<file path="src/rtl/strobe_scheduler_if.sv">
// Request channel of the strobe scheduler.
// Master issues delayed writes; slave holds them until due.
interface strobe_scheduler_if #(
  parameter int DELAY_W = 8
);
  logic               req_valid;
  logic               req_ready;
  logic               req_value;
  logic [DELAY_W-1:0] req_delay;

  modport master (
    output req_valid,
    output req_value,
    output req_delay,
    input  req_ready
  );

  modport slave (
    input  req_valid,
    input  req_value,
    input  req_delay,
    output req_ready
  );
endinterface

</file>
<file path="src/rtl/strobe_scheduler.sv">
// Delayed-assignment scheduler driving strobe; latest accept wins.
// Optional STROBE_SCHED_SQUASH_EN merges requests sharing a due cycle.
module strobe_scheduler #(
  parameter int   DEPTH       = 4,
  parameter int   DELAY_W     = 8,
  parameter logic INIT_STROBE = 1'b0
) (
  input  logic                       clk,
  input  logic                       rst_n,
  strobe_scheduler_if.slave          req,
  output logic                       strobe,
  output logic                       strobe_chg,
  output logic                       fire,
  output logic [$clog2(DEPTH+1)-1:0] fire_n,
  output logic [$clog2(DEPTH+1)-1:0] pending
);
  localparam int CW = $clog2(DEPTH+1);
  localparam int IW = $clog2(DEPTH);
  // Two slots due together were accepted less than
  // 2^DELAY_W accepts apart, so this width orders them.
  localparam int SW = DELAY_W + 1;

  typedef logic [DELAY_W-1:0] cnt_t;
  typedef logic [SW-1:0]      stamp_t;

  logic [DEPTH-1:0] vld_q, vld_d;
  logic [DEPTH-1:0] val_q, val_d;
  cnt_t             cnt_q [DEPTH];
  cnt_t             cnt_d [DEPTH];
  stamp_t           stp_q [DEPTH];
  stamp_t           stp_d [DEPTH];
  stamp_t           seq_q, seq_d;

  logic [DEPTH-1:0] due, hit;
  logic [IW-1:0]    alloc;
  logic             acc, zero, now;
  logic             found, yval;
  stamp_t           ystp;
  logic [CW-1:0]    ndue, nfire, pend_d;
  logic             retire, new_strobe, chg_d;

  function automatic logic younger(
    input stamp_t a,
    input stamp_t b
  );
    stamp_t d;
    d = a - b;
    return (d != '0) && !d[SW-1];
  endfunction

  assign req.req_ready = ~&vld_q;

  // Decode due slots, the free slot to fill and squash matches.
  always_comb begin
    acc   = req.req_valid && req.req_ready;
    zero  = (req.req_delay == '0);
    now   = acc && zero;
    due   = '0;
    hit   = '0;
    alloc = '0;
    for (int i = DEPTH - 1; i >= 0; i--) begin
      due[i] = vld_q[i] && (cnt_q[i] == '0);
      if (!vld_q[i]) alloc = IW'(i);
`ifdef STROBE_SCHED_SQUASH_EN
      hit[i] = vld_q[i] && !zero &&
               (cnt_q[i] == req.req_delay);
`else
      hit[i] = 1'b0;
`endif
    end
  end

  // Retire, count down, accept, and pick the winning value.
  always_comb begin
    vld_d = vld_q;
    val_d = val_q;
    cnt_d = cnt_q;
    stp_d = stp_q;
    seq_d = seq_q;
    found = 1'b0;
    yval  = 1'b0;
    ystp  = '0;
    ndue  = '0;
    for (int i = 0; i < DEPTH; i++) begin
      if (due[i]) begin
        vld_d[i] = 1'b0;
        ndue     = ndue + CW'(1);
        if (!found || younger(stp_q[i], ystp)) begin
          found = 1'b1;
          ystp  = stp_q[i];
          yval  = val_q[i];
        end
      end else if (vld_q[i]) begin
        cnt_d[i] = cnt_q[i] - cnt_t'(1);
      end
    end
    if (acc) begin
      seq_d = seq_q + stamp_t'(1);
      if (!zero && (hit != '0)) begin
        for (int i = 0; i < DEPTH; i++) begin
          if (hit[i]) begin
            val_d[i] = req.req_value;
            stp_d[i] = seq_q;
          end
        end
      end else if (!zero) begin
        vld_d[alloc] = 1'b1;
        val_d[alloc] = req.req_value;
        cnt_d[alloc] = req.req_delay - cnt_t'(1);
        stp_d[alloc] = seq_q;
      end
    end
    retire     = found || now;
    new_strobe = now ? req.req_value :
                 (found ? yval : strobe);
    chg_d      = retire && (new_strobe != strobe);
`ifdef STROBE_SCHED_SQUASH_EN
    nfire = retire ? CW'(1) : '0;
`else
    nfire = ndue + {{(CW-1){1'b0}}, now};
`endif
    pend_d = '0;
    for (int i = 0; i < DEPTH; i++) begin
      if (vld_d[i]) pend_d = pend_d + CW'(1);
    end
  end

  // Control state and registered outputs.
  always_ff @(posedge clk) begin
    if (!rst_n) begin
      vld_q      <= '0;
      seq_q      <= '0;
      strobe     <= INIT_STROBE;
      strobe_chg <= 1'b0;
      fire       <= 1'b0;
      fire_n     <= '0;
      pending    <= '0;
    end else begin
      vld_q      <= vld_d;
      seq_q      <= seq_d;
      strobe     <= new_strobe;
      strobe_chg <= chg_d;
      fire       <= retire;
      fire_n     <= nfire;
      pending    <= pend_d;
    end
  end

  // Slot payload; only meaningful while the valid bit is set.
  always_ff @(posedge clk) begin
    val_q <= val_d;
    cnt_q <= cnt_d;
    stp_q <= stp_d;
  end
endmodule
</file>
<file path="src/flat_wrapper.sv">
// flat-port wrapper written by rule: the top's interface ports become plain ports
module strobe_scheduler_flat 
#(
  parameter int   DEPTH       = 4,
  parameter int   DELAY_W     = 8,
  parameter logic INIT_STROBE = 1'b0
)
  (clk, rst_n, strobe, strobe_chg, fire, fire_n, pending, req_req_valid, req_req_value, req_req_delay, req_req_ready);
  strobe_scheduler_if #(.DELAY_W(DELAY_W)) req_i ();
  input  logic clk;
  input  logic rst_n;
  output logic strobe;
  output logic strobe_chg;
  output logic fire;
  output logic [$clog2(DEPTH+1)-1:0] fire_n;
  output logic [$clog2(DEPTH+1)-1:0] pending;
  input wire logic [$bits(req_i.req_valid)-1:0] req_req_valid;
  input wire logic [$bits(req_i.req_value)-1:0] req_req_value;
  input wire logic [$bits(req_i.req_delay)-1:0] req_req_delay;
  output wire logic [$bits(req_i.req_ready)-1:0] req_req_ready;
  assign req_i.req_valid = req_req_valid;
  assign req_i.req_value = req_req_value;
  assign req_i.req_delay = req_req_delay;
  assign req_req_ready = req_i.req_ready;
  strobe_scheduler #(.DEPTH(DEPTH), .DELAY_W(DELAY_W), .INIT_STROBE(INIT_STROBE)) u_core (.clk(clk), .rst_n(rst_n), .req(req_i), .strobe(strobe), .strobe_chg(strobe_chg), .fire(fire), .fire_n(fire_n), .pending(pending));
endmodule
</file>
<file path="config.mk">
export PLATFORM = sky130hd
export DESIGN_NAME = strobe_scheduler_flat
export DESIGN_NICKNAME = d
export VERILOG_FILES = /design/src/rtl/strobe_scheduler_if.sv /design/src/rtl/strobe_scheduler.sv /design/src/flat_wrapper.sv
export SDC_FILE = /design/constraint.sdc
export NUM_CORES = 1
export LEC_CHECK = 0
export BUFFER_PORTS_ARGS = -buffer_cell sky130_fd_sc_hd__buf_2
export CORE_ASPECT_RATIO = 2
export CORE_UTILIZATION = 60
export DETAILED_ROUTE_END_ITERATION = 8
export HOLD_SLACK_MARGIN = 0.05
export MAX_ROUTING_LAYER = met4
export PLACE_DENSITY = 0.88
export SYNTH_ARGS = -nofsm -noshare
export SYNTH_HDL_FRONTEND = slang
export SYNTH_SLANG_ARGS = --single-unit
</file>
<file path="constraint.sdc">
create_clock -name clk -period 23.3 [get_ports clk]
set_input_delay 2.33 -clock clk [delete_from_list [all_inputs] [get_ports clk]]
set_output_delay 2.33 -clock clk [all_outputs]
set_load 0.1 [all_outputs]
</file>
# Word-level counts from Yosys, hierarchy flattened
# Cells that the tools add are included.
[classes]
n_bitwise = 3
mux = 58
n_addsub = 16
order_cmp = 4
eq_ne = 1
reduce_logical = 33
[ops]
columns = ["operator", "n"]
rows = [
  ["$mux 8", 9],
  ["$mux 32", 2],
  ["$mux 9", 6],
  ["$logic_not 8->1", 5],
  ["$sub 8x1->8 const B", 5],
  ["$bwmux 36", 1],
  ["$bwmux 32", 1],
  ["$reduce_bool 9->1", 3],
  ["$sub 9x9->9", 3],
  ["$mux 1", 23],
  ["$demux 9 s2", 1],
  ["$mux 3", 6],
  ["$demux 8 s2", 1],
  ["$add 3x1->3 const B", 4],
  ["$logic_and 1x1->1", 12],
  ["$add 9x1->9 const B", 1],
  ["$mux 2", 4],
  ["$mux 4", 2],
  ["$logic_not 1->1", 7],
  ["$add 1x1->2 const B", 2],
  ["$bwmux 4", 1],
  ["$logic_or 1x1->1", 4],
  ["$or 4x4->4", 1],
  ["$reduce_and 4->1", 1],
  ["10 further kinds", 10],
]
[word_totals]
out_inout_bits = 10
reg_bits = 94
word_cells = 131

# Longest topological paths before layout
[logic_depth]
ltp_word = 25
ltp_mapped = 40
depth_no_buf = 37

# Worst setup path before layout
# OpenSTA, ideal clock, no wires.
[synth_path]
path_kind = "register to register"
start = "reg u_core.cnt_q[26] in the netlist's numbering"
end = "reg u_core.strobe_chg"
path_buffers = 3
setup_slack_ns = 15.568
arrival_time_ns = 7.651
path_stages_with_launch = 37
t_required_ns = 23.220
synth_period_minus_slack_ns = 7.732
setup_ns = 0.080
cell_sequence = "dfxtp_1 > nor4_4 > nand3_1 > nor2_1 > clkbuf_1 > nand2_1 > ha_1 > and4_1 > o21a_1 > o311ai_4 > o41a_1 > o22ai_1 > a21oi_1 > clkbuf_1 > mux2_2 > ha_1 > nand2b_1 > a21oi_1 > o41a_1 > mux2i_1 > o41ai_2 > nand2b_1 > o31a_2 > nand2_1 > buf_2 > a21oi_1 > ha_1 > nor2b_1 > o211ai_1 > a21o_1 > and3_1 > o211a_1 > or4_1 > o211ai_2 > a311oi_1 > o31a_1 > nor3b_1"
[synth_via]
elab_chain_cells = 25
[synth_rtl]
columns = ["item", "line", "source"]
rows = [
  ["start, declared", "strobe_scheduler.sv:28", "cnt_t cnt_q [DEPTH];"],
  ["start signal, assigned", "strobe_scheduler.sv:152", "cnt_q <= cnt_d;"],
  ["$logic_not 8->1 *", "strobe_scheduler.sv:62", "due[i] = vld_q[i] && (cnt_q[i] == '0);"],
  ["$logic_and 1x1->1 *", "strobe_scheduler.sv:62", ""],
  ["$mux 9", "strobe_scheduler.sv:85", "if (due[i]) begin"],
  ["$sub 9x9->9", "strobe_scheduler.sv:47", "d = a - b;"],
  ["$reduce_bool 9->1 / $logic_not 1->1 (equally long branches)", "strobe_scheduler.sv:48", "return (d != '0) && !d[SW-1];"],
  ["$logic_and 1x1->1", "strobe_scheduler.sv:48", ""],
  ["$logic_or 1x1->1", "strobe_scheduler.sv:88", "if (!found || younger(stp_q[i], ystp)) begin"],
  ["$mux 9", "strobe_scheduler.sv:88", ""],
  ["(+9 left out)", "--", ""],
  ["$logic_and 1x1->1", "strobe_scheduler.sv:48", ""],
  ["$logic_or 1x1->1", "strobe_scheduler.sv:88", ""],
  ["$mux 1", "strobe_scheduler.sv:88", ""],
  ["$mux 1", "strobe_scheduler.sv:85", ""],
  ["$mux 1", "strobe_scheduler.sv:115", "(found ? yval : strobe);"],
  ["$mux 1", "strobe_scheduler.sv:114", "new_strobe = now ? req.req_value :"],
  ["$ne 1x1->1", "strobe_scheduler.sv:116", "chg_d = retire && (new_strobe != strobe);"],
  ["$logic_and 1x1->1 *", "strobe_scheduler.sv:116", ""],
  ["end signal, assigned", "strobe_scheduler.sv:142", "strobe_chg <= chg_d;"],
  ["end, declared", "strobe_scheduler.sv:12", "output logic strobe_chg,"],
]
# Mark *: on every way between the ends. The rest lies on a longest branch, timed or not.
# A chain may end at the register's enable or synchronous reset.

# Worst setup path after layout
# Same ends and word-level chain as after synthesis.

==> out/metrics.cfg <==
[critical_path]
cp.arrival_ps = 9310
cp_slowest_cell = a21oi_1
worst-setup-path-type = flop to flop
critPathTopFamily = compound AO/OA/AOI/OAI gates
r2r-end = u_core.strobe_chg
critPathLaunch = u_core.cnt_q[26]
cp_slowest_stage_delay_ps = 670
crit_path_end_kind = flop
ff2ff_setup_slack_ps = 14210
path_depth = 35
crit_buf_inv = 0
cp-endpoint = u_core.strobe_chg
crit_fanout = 16
cp.required_ps = 23520
ff2ff_path_depth = 35
rr_startpoint = u_core.cnt_q[26]
critPathLaunchType = flop
crit_top_cell = a21oi_1

[sta]
finalHoldViolations = 0
fin_crit_sh_pct = 39.0
skew_ps = 5.08
drv_slew = 0
fin_crit_ps = 9090
setup_viol = 0
finalSetupTns_ps = 0
relSlewSlack_pct = 46.7
worst_slew_pin_slew_ps = 800
fmax_ghz = 0.110
rsz0062_at_grt = false

[detailed_routing]
routed.top_layer = met4
route.met2.wl_mm = 7.67
wire_per_inst_um = 18.8
dr.first_iter.drc_count = 299
dr_wl_met3_um = 410
route.detailed.drc = 0
drt-met1-wl_mm = 4.20
vias_per_cell = 6.32
drtAntennaViolNets = 0
first_pass_iters = 5
drt_wl_total_mm = 13.2
vias = 4447

[clocking]
tritoncts = yes
clockRootBuffer = clkbuf_16
cts_resized = 0
clock_path_buffers = 2
hold_buffers = 0
clk_pin_slew_worst_paths_ps = 60
clkSinkCount = 94
postCtsSetupBuffers = 0
ctsHtreeMaxLevel = 3
cts_made_buffers = 9
clock_latency_ps = 340

[placement]
place_congestion = 0.988
dpl.cell_count = 688
port_buffers = 21
hpwl_mm = 10.1

[grt]
antenna_found_initial = 0
grt_pass1_vias = 4421
grt_first_pass_wirelength_mm = 20.8
overflow = 0
grt_usage_pct = 31.7
grt_max_degree = 27

[floorplan]
die_h_um = 136
initial_core_util_pct = 62.1
rows = 48
die-area_mm2 = 0.00936
pin_count = 22
core_mm2 = 0.00865
dieWidth_um = 68.9

[finish]
final_common_cell = nand2_1
layout_common_cells = nand2_1, dfxtp_1, nor2_1, a21oi_1
n_antenna_cell = 0
syn2layout_area_growth_pct = 9.08
drive_above_1_share_pct = 9.60
final_cells = 704
fin_nets = 651

[outcome]
status = finished, final reports clean

[synth]
synth_fp_nets = 628
synth_cells = 576
ys_seq_elements = 94
ys_async_sr_fraction_pct = 0
ys.flop_type = dfxtp_1
seq_area_frac_synth_pct = 42.5
synthDistinctLibCells = 60
synth_edf_count = 40
synth_area_mm2 = 0.00537
ys.warnings.count = 0
syn_area_per_cell_um2 = 9.33

[flow_run]
drv_cap = 0

[power]
pwr_density_cell_mw_per_mm2 = 72.3
vdd_drop_max_mv = 0.0777
leakagePower_nw = 2.39
power.total_w = 0.000424

[hold_path]
hold_depth = 2
hold_path.class = flop to flop

==> layout make-up <==
cell class,instances,area [um2]
inverter,29,109
timing repair buffer,23,120
fill,653,2790
sequential,94,2280
clock buffer,9,225
clock inverter,7,50.0
multi-input combinational,442,2950
tap,100,125
==> routing by layer <==
metal | up-vias | track usage (%)
li1 | 2101 | -
met1 | 2125 | 28.9
met2 | 153 | 57.6
met3 | 68 | 2.68
met4 | 0 | 22.2
met5 | - | -
==> synth_stat cells, drive strengths merged, types with 2 or more instances <==
cell type | instances | area, um2
or4 | 5 | 41.3
o211ai | 7 | 57.6
nand3 | 18 | 90.1
or3 | 4 | 25.0
a21o | 2 | 15.0
xor2 | 23 | 201
nor3 | 14 | 70.1
a21boi | 4 | 30.0
a211oi | 5 | 42.5
and2 | 24 | 150
nand2b | 9 | 56.3
dfxtp | 54 | 1080
a31oi | 3 | 18.8
o41a | 2 | 22.5
mux2i | 2 | 20.0
o211a | 2 | 20.0
o21a | 3 | 22.5
xnor2 | 30 | 263
inv | 29 | 109
nor4 | 12 | 96.3
edfxtp | 40 | 1200
and3 | 10 | 65.1
nand3b | 7 | 52.6
o41ai | 2 | 25.0
nand4 | 5 | 37.5
nor2b | 2 | 12.5
nor2 | 53 | 201
nand2 | 61 | 229
o21ai | 24 | 120
ha | 40 | 500
o31a | 3 | 28.8
o31ai | 2 | 15.0
clkbuf | 10 | 37.5
a21oi | 47 | 239
nor3b | 4 | 30.0
==> registers in the layout, indices dropped and copies added, names as in the netlist <==
name,count
u_core.pending,3
u_core.stp_q,36
u_core.cnt_q,32
u_core.fire_n,3
u_core.seq_q,9
u_core.strobe_chg,1
u_core.vld_q,4
u_core.strobe,1
u_core.fire,1
u_core.val_q,4
==> worst min path at each step <==
| stage | end | from | slack, ps |
|---|---|---|---|
| 6_report | u_core.cnt_q[17] | u_core.cnt_q[17] | 560 |
| 5_1_grt | u_core.stp_q[10] | u_core.seq_q[1] | 580 |
| 4_1_cts | u_core.cnt_q[17] | u_core.cnt_q[17] | 570 |
| 3_5_place_dp | u_core.cnt_q[17] | u_core.cnt_q[17] | 550 |
| 3_3_place_gp | u_core.cnt_q[17] | u_core.cnt_q[17] | 530 |
| 2_1_floorplan | u_core.stp_q[17] | u_core.seq_q[8] | 480 |
==> power by group <==
group | switching [W] | internal [W]
Sequential | 0.0000212 | 0.000193
Combinational | 0.0000442 | 0.0000325
Clock | 0.0000603 | 0.0000724
==> worst register-to-register path, delay by kind of cell (launching register included) <==
family,cells,cell delay [ps]
simple gates,13,3350
mux,1,160
flops,1,370
fa+ha+maj,3,1070
compound gates,18,4020
==> logic make-up after synthesis <==
kind of cell,count (synthesis),share of synthesized area [%]
simple gates,231,22.0
mux,3,0.582
compound gates,115,14.2
buf+inv,40,2.82
fa+ha+maj,40,9.32
xor+xnor,53,8.64
flops,94,42.5
==> per-stage QoR <==
step | hold WS, ps | instance area [um2] | setup WS [ps] | util, %
6_report | 565 | 5860 | 14210 | 67.8
4_1_cts | 566 | 5860 | 14330 | 67.8
5_1_grt | 579 | 5860 | 13430 | 67.8
3_5_place_dp | 549 | 5590 | 14430 | 64.6
2_1_floorplan | 481 | 5370 | 15570 | -
3_3_place_gp | 530 | 5590 | 14760 | 64.6
(Power assumes the default switching activity.)
